$ cat src/rtl/spiflash_responder.sv
// SPI/QSPI flash device model: decodes 0x03/0xEB/0xAB/0xB9/0xFF
// and serves read data from a 1-cycle-latency byte read port.
//
// Ports:
//   clk, reset       system clock, sync active-high reset
//   flash_csb        chip select (active low)
//   flash_clk        SPI clock, mode 0
//   io_di[3:0]       pad inputs io3..io0
//   io_do/io_oe      registered pad outputs / enables
//   mem_rd/mem_addr  one-cycle read strobe and byte address
//   mem_rdata        read data, valid the cycle after mem_rd
//   powered_down     deep power-down status
//   cont_mode        continuous-read (0xEB mode) status
module spiflash_responder #(
  parameter int ADDR_W      = 24,
  parameter int DUMMY       = 4,
  parameter int SYNC_STAGES = 2
) (
  input  logic              clk,
  input  logic              reset,
  input  logic              flash_csb,
  input  logic              flash_clk,
  input  logic [3:0]        io_di,
  output logic [3:0]        io_do,
  output logic [3:0]        io_oe,
  output logic              mem_rd,
  output logic [ADDR_W-1:0] mem_addr,
  input  logic [7:0]        mem_rdata,
  output logic              powered_down,
  output logic              cont_mode
);

  typedef enum logic [3:0] {
    S_IDLE,
    S_CMD,
    S_ADDR_S,
    S_ADDR_Q,
    S_MODE,
    S_DUMMY,
    S_DATA_S,
    S_DATA_Q,
    S_IGNORE
  } state_t;

  state_t r_state;
  state_t w_next;

  logic [SYNC_STAGES-1:0]      r_csb_sync;
  logic [SYNC_STAGES-1:0]      r_sck_sync;
  logic [SYNC_STAGES-1:0][3:0] r_di_sync;
  logic                        r_csb_d;
  logic                        r_sck_d;

  logic w_csb_s;
  logic w_sck_s;
  logic [3:0] w_di_s;
  logic w_csb_fall;
  logic w_rise;
  logic w_fall;

  logic [4:0]        r_cnt;
  logic [22:0]       r_sh;
  logic [ADDR_W-1:0] r_addr;
  logic              r_rd;
  logic              r_rd_d;
  logic [7:0]        r_nbuf;
  logic [7:0]        r_cur;
  logic [3:0]        r_do;
  logic [3:0]        r_oe;
  logic              r_pd;
  logic              r_cont;

  logic [23:0] w_sh_s;
  logic [23:0] w_sh_q;
  logic [23:0] w_addr_full;
  logic [7:0]  w_op;
  logic [7:0]  w_nbyte;

  logic w_fetch;
  logic w_pd_set;
  logic w_pd_clr;
  logic w_cm_clr;
  logic w_cm_upd;
  logic w_shift_s;
  logic w_shift_q;
  logic w_cnt_inc;
  logic w_drive_s;
  logic w_drive_q;
  logic w_data_nxt;

  // Synchronizers. csb chain resets low so a csb already low after
  // reset produces no fall: the host must raise and drop it again.
  always_ff @(posedge clk) begin
    if (reset) begin
      r_csb_sync <= '0;
      r_sck_sync <= '0;
      r_di_sync  <= '0;
      r_csb_d    <= 1'b0;
      r_sck_d    <= 1'b0;
    end else begin
      r_csb_sync[0] <= flash_csb;
      r_sck_sync[0] <= flash_clk;
      r_di_sync[0]  <= io_di;
      for (int i = 1; i < SYNC_STAGES; i++) begin
        r_csb_sync[i] <= r_csb_sync[i-1];
        r_sck_sync[i] <= r_sck_sync[i-1];
        r_di_sync[i]  <= r_di_sync[i-1];
      end
      r_csb_d <= w_csb_s;
      r_sck_d <= w_sck_s;
    end
  end

  assign w_csb_s    = r_csb_sync[SYNC_STAGES-1];
  assign w_sck_s    = r_sck_sync[SYNC_STAGES-1];
  assign w_di_s     = r_di_sync[SYNC_STAGES-1];
  assign w_csb_fall = ~w_csb_s & r_csb_d;
  assign w_rise     = w_sck_s & ~r_sck_d;
  assign w_fall     = ~w_sck_s & r_sck_d;

  assign w_sh_s = {r_sh, w_di_s[0]};
  assign w_sh_q = {r_sh[19:0], w_di_s};
  assign w_op   = w_sh_s[7:0];

  assign w_addr_full = (r_state == S_ADDR_Q) ? w_sh_q : w_sh_s;

  // Bypass covers a fall that arrives the same cycle the data does.
  assign w_nbyte = r_rd_d ? mem_rdata : r_nbuf;

  always_ff @(posedge clk) begin
    if (reset) r_state <= S_IDLE;
    else       r_state <= w_next;
  end

  always_comb begin
    w_next    = r_state;
    w_fetch   = 1'b0;
    w_pd_set  = 1'b0;
    w_pd_clr  = 1'b0;
    w_cm_clr  = 1'b0;
    w_cm_upd  = 1'b0;
    w_shift_s = 1'b0;
    w_shift_q = 1'b0;
    w_cnt_inc = 1'b0;
    w_drive_s = 1'b0;
    w_drive_q = 1'b0;
    if (w_csb_s) begin
      w_next = S_IDLE;
    end else begin
      case (r_state)
        S_IDLE: begin
          if (w_csb_fall)
            w_next = r_cont ? S_ADDR_Q : S_CMD;
        end
        S_CMD: begin
          if (w_rise) begin
            w_shift_s = 1'b1;
            w_cnt_inc = 1'b1;
            if (r_cnt == 5'd7) begin
              w_next = S_IGNORE;
              if (r_pd) begin
                w_pd_clr = (w_op == 8'hAB);
              end else begin
                case (w_op)
                  8'h03:   w_next   = S_ADDR_S;
                  8'hEB:   w_next   = S_ADDR_Q;
                  8'hAB:   w_pd_clr = 1'b1;
                  8'hB9:   w_pd_set = 1'b1;
                  8'hFF:   w_cm_clr = 1'b1;
                  default: w_next   = S_IGNORE;
                endcase
              end
            end
          end
        end
        S_ADDR_S: begin
          if (w_rise) begin
            w_shift_s = 1'b1;
            w_cnt_inc = 1'b1;
            if (r_cnt == 5'd23) begin
              w_fetch = 1'b1;
              w_next  = S_DATA_S;
            end
          end
        end
        S_ADDR_Q: begin
          if (w_rise) begin
            w_shift_q = 1'b1;
            w_cnt_inc = 1'b1;
            if (r_cnt == 5'd5) begin
              w_fetch = 1'b1;
              w_next  = S_MODE;
            end
          end
        end
        S_MODE: begin
          if (w_rise) begin
            w_shift_q = 1'b1;
            w_cnt_inc = 1'b1;
            if (r_cnt == 5'd1) begin
              w_cm_upd = 1'b1;
              w_next = (DUMMY == 0) ? S_DATA_Q : S_DUMMY;
            end
          end
        end
        S_DUMMY: begin
          if (w_rise) begin
            w_cnt_inc = 1'b1;
            if (r_cnt == 5'(DUMMY - 1))
              w_next = S_DATA_Q;
          end
        end
        S_DATA_S: w_drive_s = w_fall;
        S_DATA_Q: w_drive_q = w_fall;
        S_IGNORE: w_next = S_IGNORE;
        default:  w_next = S_IDLE;
      endcase
    end
  end

  assign w_data_nxt = (w_next == S_DATA_S) ||
                      (w_next == S_DATA_Q);

  always_ff @(posedge clk) begin
    if (reset) begin
      r_cnt  <= '0;
      r_sh   <= '0;
      r_addr <= '0;
      r_rd   <= 1'b0;
      r_rd_d <= 1'b0;
      r_nbuf <= '0;
      r_cur  <= '0;
      r_do   <= '0;
      r_oe   <= '0;
      r_pd   <= 1'b0;
      r_cont <= 1'b0;
    end else begin
      r_rd   <= 1'b0;
      r_rd_d <= r_rd;
      if (r_rd_d)
        r_nbuf <= mem_rdata;

      if (w_next != r_state)
        r_cnt <= '0;
      else if (w_cnt_inc || w_drive_s || w_drive_q)
        r_cnt <= r_cnt + 5'd1;

      if (w_shift_s) r_sh <= w_sh_s[22:0];
      if (w_shift_q) r_sh <= w_sh_q[22:0];

      if (w_pd_set) r_pd <= 1'b1;
      if (w_pd_clr) r_pd <= 1'b0;
      if (w_cm_clr) r_cont <= 1'b0;
      // Mode bits [5:4] sit in the low half of the first nibble.
      if (w_cm_upd) r_cont <= (r_sh[1:0] == 2'b10);

      if (w_fetch) begin
        r_addr <= w_addr_full[ADDR_W-1:0];
        r_rd   <= 1'b1;
      end

      if (!w_data_nxt) begin
        r_oe <= '0;
        r_do <= '0;
      end else if (w_drive_s) begin
        r_oe <= 4'b0010;
        if (r_cnt[2:0] == 3'd0) begin
          r_do   <= {2'b00, w_nbyte[7], 1'b0};
          r_cur  <= {w_nbyte[6:0], 1'b0};
          r_addr <= r_addr + ADDR_W'(1);
          r_rd   <= 1'b1;
        end else begin
          r_do  <= {2'b00, r_cur[7], 1'b0};
          r_cur <= {r_cur[6:0], 1'b0};
        end
      end else if (w_drive_q) begin
        r_oe <= 4'b1111;
        if (r_cnt[0] == 1'b0) begin
          r_do   <= w_nbyte[7:4];
          r_cur  <= {w_nbyte[3:0], 4'h0};
          r_addr <= r_addr + ADDR_W'(1);
          r_rd   <= 1'b1;
        end else begin
          r_do <= r_cur[7:4];
        end
      end
    end
  end

  assign io_do        = r_do;
  assign io_oe        = r_oe;
  assign mem_rd       = r_rd;
  assign mem_addr     = r_addr;
  assign powered_down = r_pd;
  assign cont_mode    = r_cont;

endmodule

$ cat config.mk
export PLATFORM = sky130hd
export DESIGN_NAME = spiflash_responder
export DESIGN_NICKNAME = d
export VERILOG_FILES = /design/src/rtl/spiflash_responder.sv
export SDC_FILE = /design/constraint.sdc
export NUM_CORES = 1
export LEC_CHECK = 0
export CORE_AREA = 4 4 72 125
export DETAILED_ROUTE_END_ITERATION = 7
export DIE_AREA = 0 0 76 129
export DONT_BUFFER_PORTS = 1
export GPL_TIMING_DRIVEN = 1
export PLACE_DENSITY = 0.75
export SLEW_MARGIN = 20
export SYNTH_ARGS = -nofsm -noshare
export SYNTH_HDL_FRONTEND = slang
export SYNTH_SLANG_ARGS = --single-unit
$ cat constraint.sdc
create_clock -name clk -period 2.5 [get_ports clk]
set_clock_uncertainty 0.1 [all_clocks]
set_input_delay 0.5 -clock clk [delete_from_list [all_inputs] [get_ports clk]]
set_output_delay 0.5 -clock clk [all_outputs]
set_load 0.01 [all_outputs]
==> results.md <==
* Top cell by count, worst path: nor3_1
* PortBufs at 0
* DRC viols at 0
* Final Cell Area at between 0.005 and 0.006 mm2
* TritonCTS clock tree: yes
* Final setup fails at 0
* Fin worst setup slack at just over 0.09 ns
* Initial antenna violation count at 0
* Tot Pwr at 0.002987 W
* Largest stage delay, worst path at approximately 0.52 ns
* Final-stage net count at 618
* Vias at around 4500
* Maximum vdd drop at 0.4299 mV
* Number of diodes at 0
* Grt ovf at 0
* CP Class: reg2reg
* Tightest Pin Transition at 0.7198 ns
* Routability cong. at 0.9685
* Post-synthesis sequential area ratio at between 30% and 40%
* Initial Util at between 60 and 70%
* Post-Synthesis Net Count at about 620
* Commonest non-fill, non-tap cell in the layout: dfxtp_1
* Final hold violations at 0
* Fraction of layout instances using a drive strength above 1 at between 10% and 20%
* Top Ports at 51
* CTS root buffer: clkbuf_16
* Lkg Pwr at 1.887 nW
* Post-synth cell types at between 50 and 60
* Row cnt at 43
* Post-DR vias/cell at 6.532
* Outcome: completed
* Fin Hold WS at roughly 0.12 ns
* Setup crit end kind: flip-flop
* Placed inst area at between 0.005 and 0.006 mm2
* #FFs+latches synth at 95
* Slew Viols, Final at 0
* Vias in the first global route at 4338
* CP max FO at 8
* Highest clock rate at ~420 MHz
* Setup TNS Final at 0 ns
* Pre-Repair DR Iteration Count at 5
* H-tree depth at 3
* CTS Buf Count at 9
* Cells after Synth at ~600
* Fin crit share at 96.31%
* Post-CTS setup repair buffer count at 0
* Area growth syn-to-layout at 10.63%
* Die footprint at about 0.0098 mm2
* CP required at 2.62 ns
* Ys Warns at 0
* Final HPWL DP at between 8 and 9 mm
* Largest delay share family, worst path: simple AND/OR/NAND/NOR gates
* CP max stage cell: or4_1
* Max transition margin at 51.69%
* Drt wl/cell at around 19 um
* Critical Path AT at roughly 2.5 ns
* Max cap viols at 0
* Min Tclk post-route at 2.408 ns
* Async set-reset flop share out of synthesis at 0%
* Pin count of the biggest net entering global routing at 86
* PwrDens at roughly 550 mW/mm2
* Syn Area/Cell at 8.200 um2
* Final WL at between 10 and 15 mm
* Overall Global Routing Usage at approximately a quarter
* Clock net sink count at 95
* CTS Buffer Depth at 2
* Chip width at ~76 um
* Global-route wire length before repair at approximately 21 mm
* Pre-CTS setup slack at between 0.09 and 0.1 ns
* Prevailing post-synth register cell: dfxtp_1
* Clock transition at path regs at 0.07 ns
* Critical Path Source Type: flip-flop
* Antenna viol nets, final at 0
* RSZ-0062 raised after global routing: yes
* Post-CTS Resized at 0
* Crit-path cells: or4_1 -> a2111o_1 -> nor3_4 -> nor3_1 -> o211ai_2 -> nor3_1
* Core Region at between 0.007 and 0.008 mm2
* DR iter-0 viols at between 300 and 400
* CP bufs+invs at 0
* Worst hold path class: in2reg
* Clock latency on the worst-skew pair at 0.35 ns
* Chip height at 129 um
* Number of synthesized flops with an enable pin at 0
* Hold_buf cts at 0
* Most frequent cells in the layout: dfxtp_1, nor2_1, nand2_1
* Mapped Area at 0.004945 mm2
## worst reg2reg max path, delay by kind of cell, from the launching register on
| family | cells | cell delay [ns] |
|---|---|---|
| AND/OR/NAND/NOR | 4 | 0.99 |
| AO/OA/AOI/OAI | 2 | 0.80 |
| flip-flops | 1 | 0.39 |
## kinds of logic after synthesis
family | count (synthesis) | synth area share [%]
compound gates | 164 | 21.89
mux | 37 | 7.971
flops | 95 | 38.46
xor+xnor | 8 | 1.417
buf+inv | 56 | 4.782
fa+ha+maj | 4 | 1.012
simple gates | 239 | 24.47
## metal layers
metal  part of all wire, %  wire [um]  global-route usage [%]
met5                     0          0                       0
met1                    37       4742                   26.48
met4                   5.0        650                   16.88
met2                    54       6899                   47.22
met3                   4.6        597                   6.092
## flip-flops by register name (all words and copies together), names as in the netlist, 2 cells and up
| register | flops |
|---|---|
| r_sck_sync | 2 |
| r_cnt | 5 |
| io_do | 4 |
| io_oe | 2 |
| r_nbuf | 8 |
| r_state | 4 |
| mem_addr | 24 |
| r_sh | 23 |
| r_csb_sync | 2 |
| r_di_sync | 4 |
| w_di_s | 4 |
| r_cur | 7 |
## area by class of cell
class	count	area [um2]
inverters	6	22.52
flip-flops and latches	95	1902
fillers	649	2439
repair buffers	34	271.5
clock inverters	5	53.80
well taps	90	112.6
clock buffers	11	252.7
multi-input cells	452	2855
## stage by stage
stage / cells / util, %
2_1_floorplan: 603 / -
3_3_place_gp: 677 / 65.04
3_5_place_dp: 677 / 65.04
4_1_cts: 693 / 68.91
5_1_grt: 693 / 69.17
6_report: 693 / 69.17
## Yosys cell counts, types with 2 or more instances
cell	count	share of area, %
xor2_1	5	0.89
o211ai_1	9	1.4
xnor2_1	3	0.53
dfxtp_1	95	38
nand2b_1	7	0.89
and3_1	6	0.76
nor4b_1	4	0.71
a32oi_1	3	0.53
or3_1	7	0.89
nor2_1	64	4.9
o21a_1	2	0.30
nor4_1	4	0.51
ha_1	4	1.0
nand2_1	58	4.4
nand3b_1	5	0.76
nor2b_1	23	2.9
or2_2	2	0.25
a211oi_1	5	0.76
buf_2	9	0.91
a31oi_1	13	1.6
buf_4	2	0.30
a2111oi_2	2	0.61
mux2_2	19	4.3
a21o_1	2	0.30
clkbuf_1	37	2.8
mux2i_1	18	3.6
o21ai_0	28	2.8
nor3b_1	3	0.46
o2111ai_1	2	0.35
inv_1	6	0.46
nand3_1	13	1.3
o221ai_1	22	3.9
and4_1	2	0.35
nand4_1	11	1.4
a22oi_1	9	1.4
a21oi_1	57	5.8
nor3_1	20	2.0
## where the power goes
part	switching, W	internal, W
Sequential	0.00000926	0.00153
Clock	0.000575	0.000828
Combinational	0.0000265	0.0000234
Total	0.000611	0.00238
## path summary, 6_finish.rpt
check	start	endpoint	slack, ns	depth (start not counted)
worst max-delay path	r_sh[4]$_SDFFE_PP0P_	r_cnt[0]$_SDFFE_PP0P_	0.09	6
worst min register to register	r_csb_sync[0]$_SDFF_PP0_	r_csb_sync[1]$_SDFF_PP0_	0.34	1
worst min-delay path	reset	r_csb_sync[1]$_SDFF_PP0_	0.12	1
worst max register to register	r_sh[4]$_SDFFE_PP0P_	r_cnt[0]$_SDFFE_PP0P_	0.09	6
(Power assumes the default switching activity.)
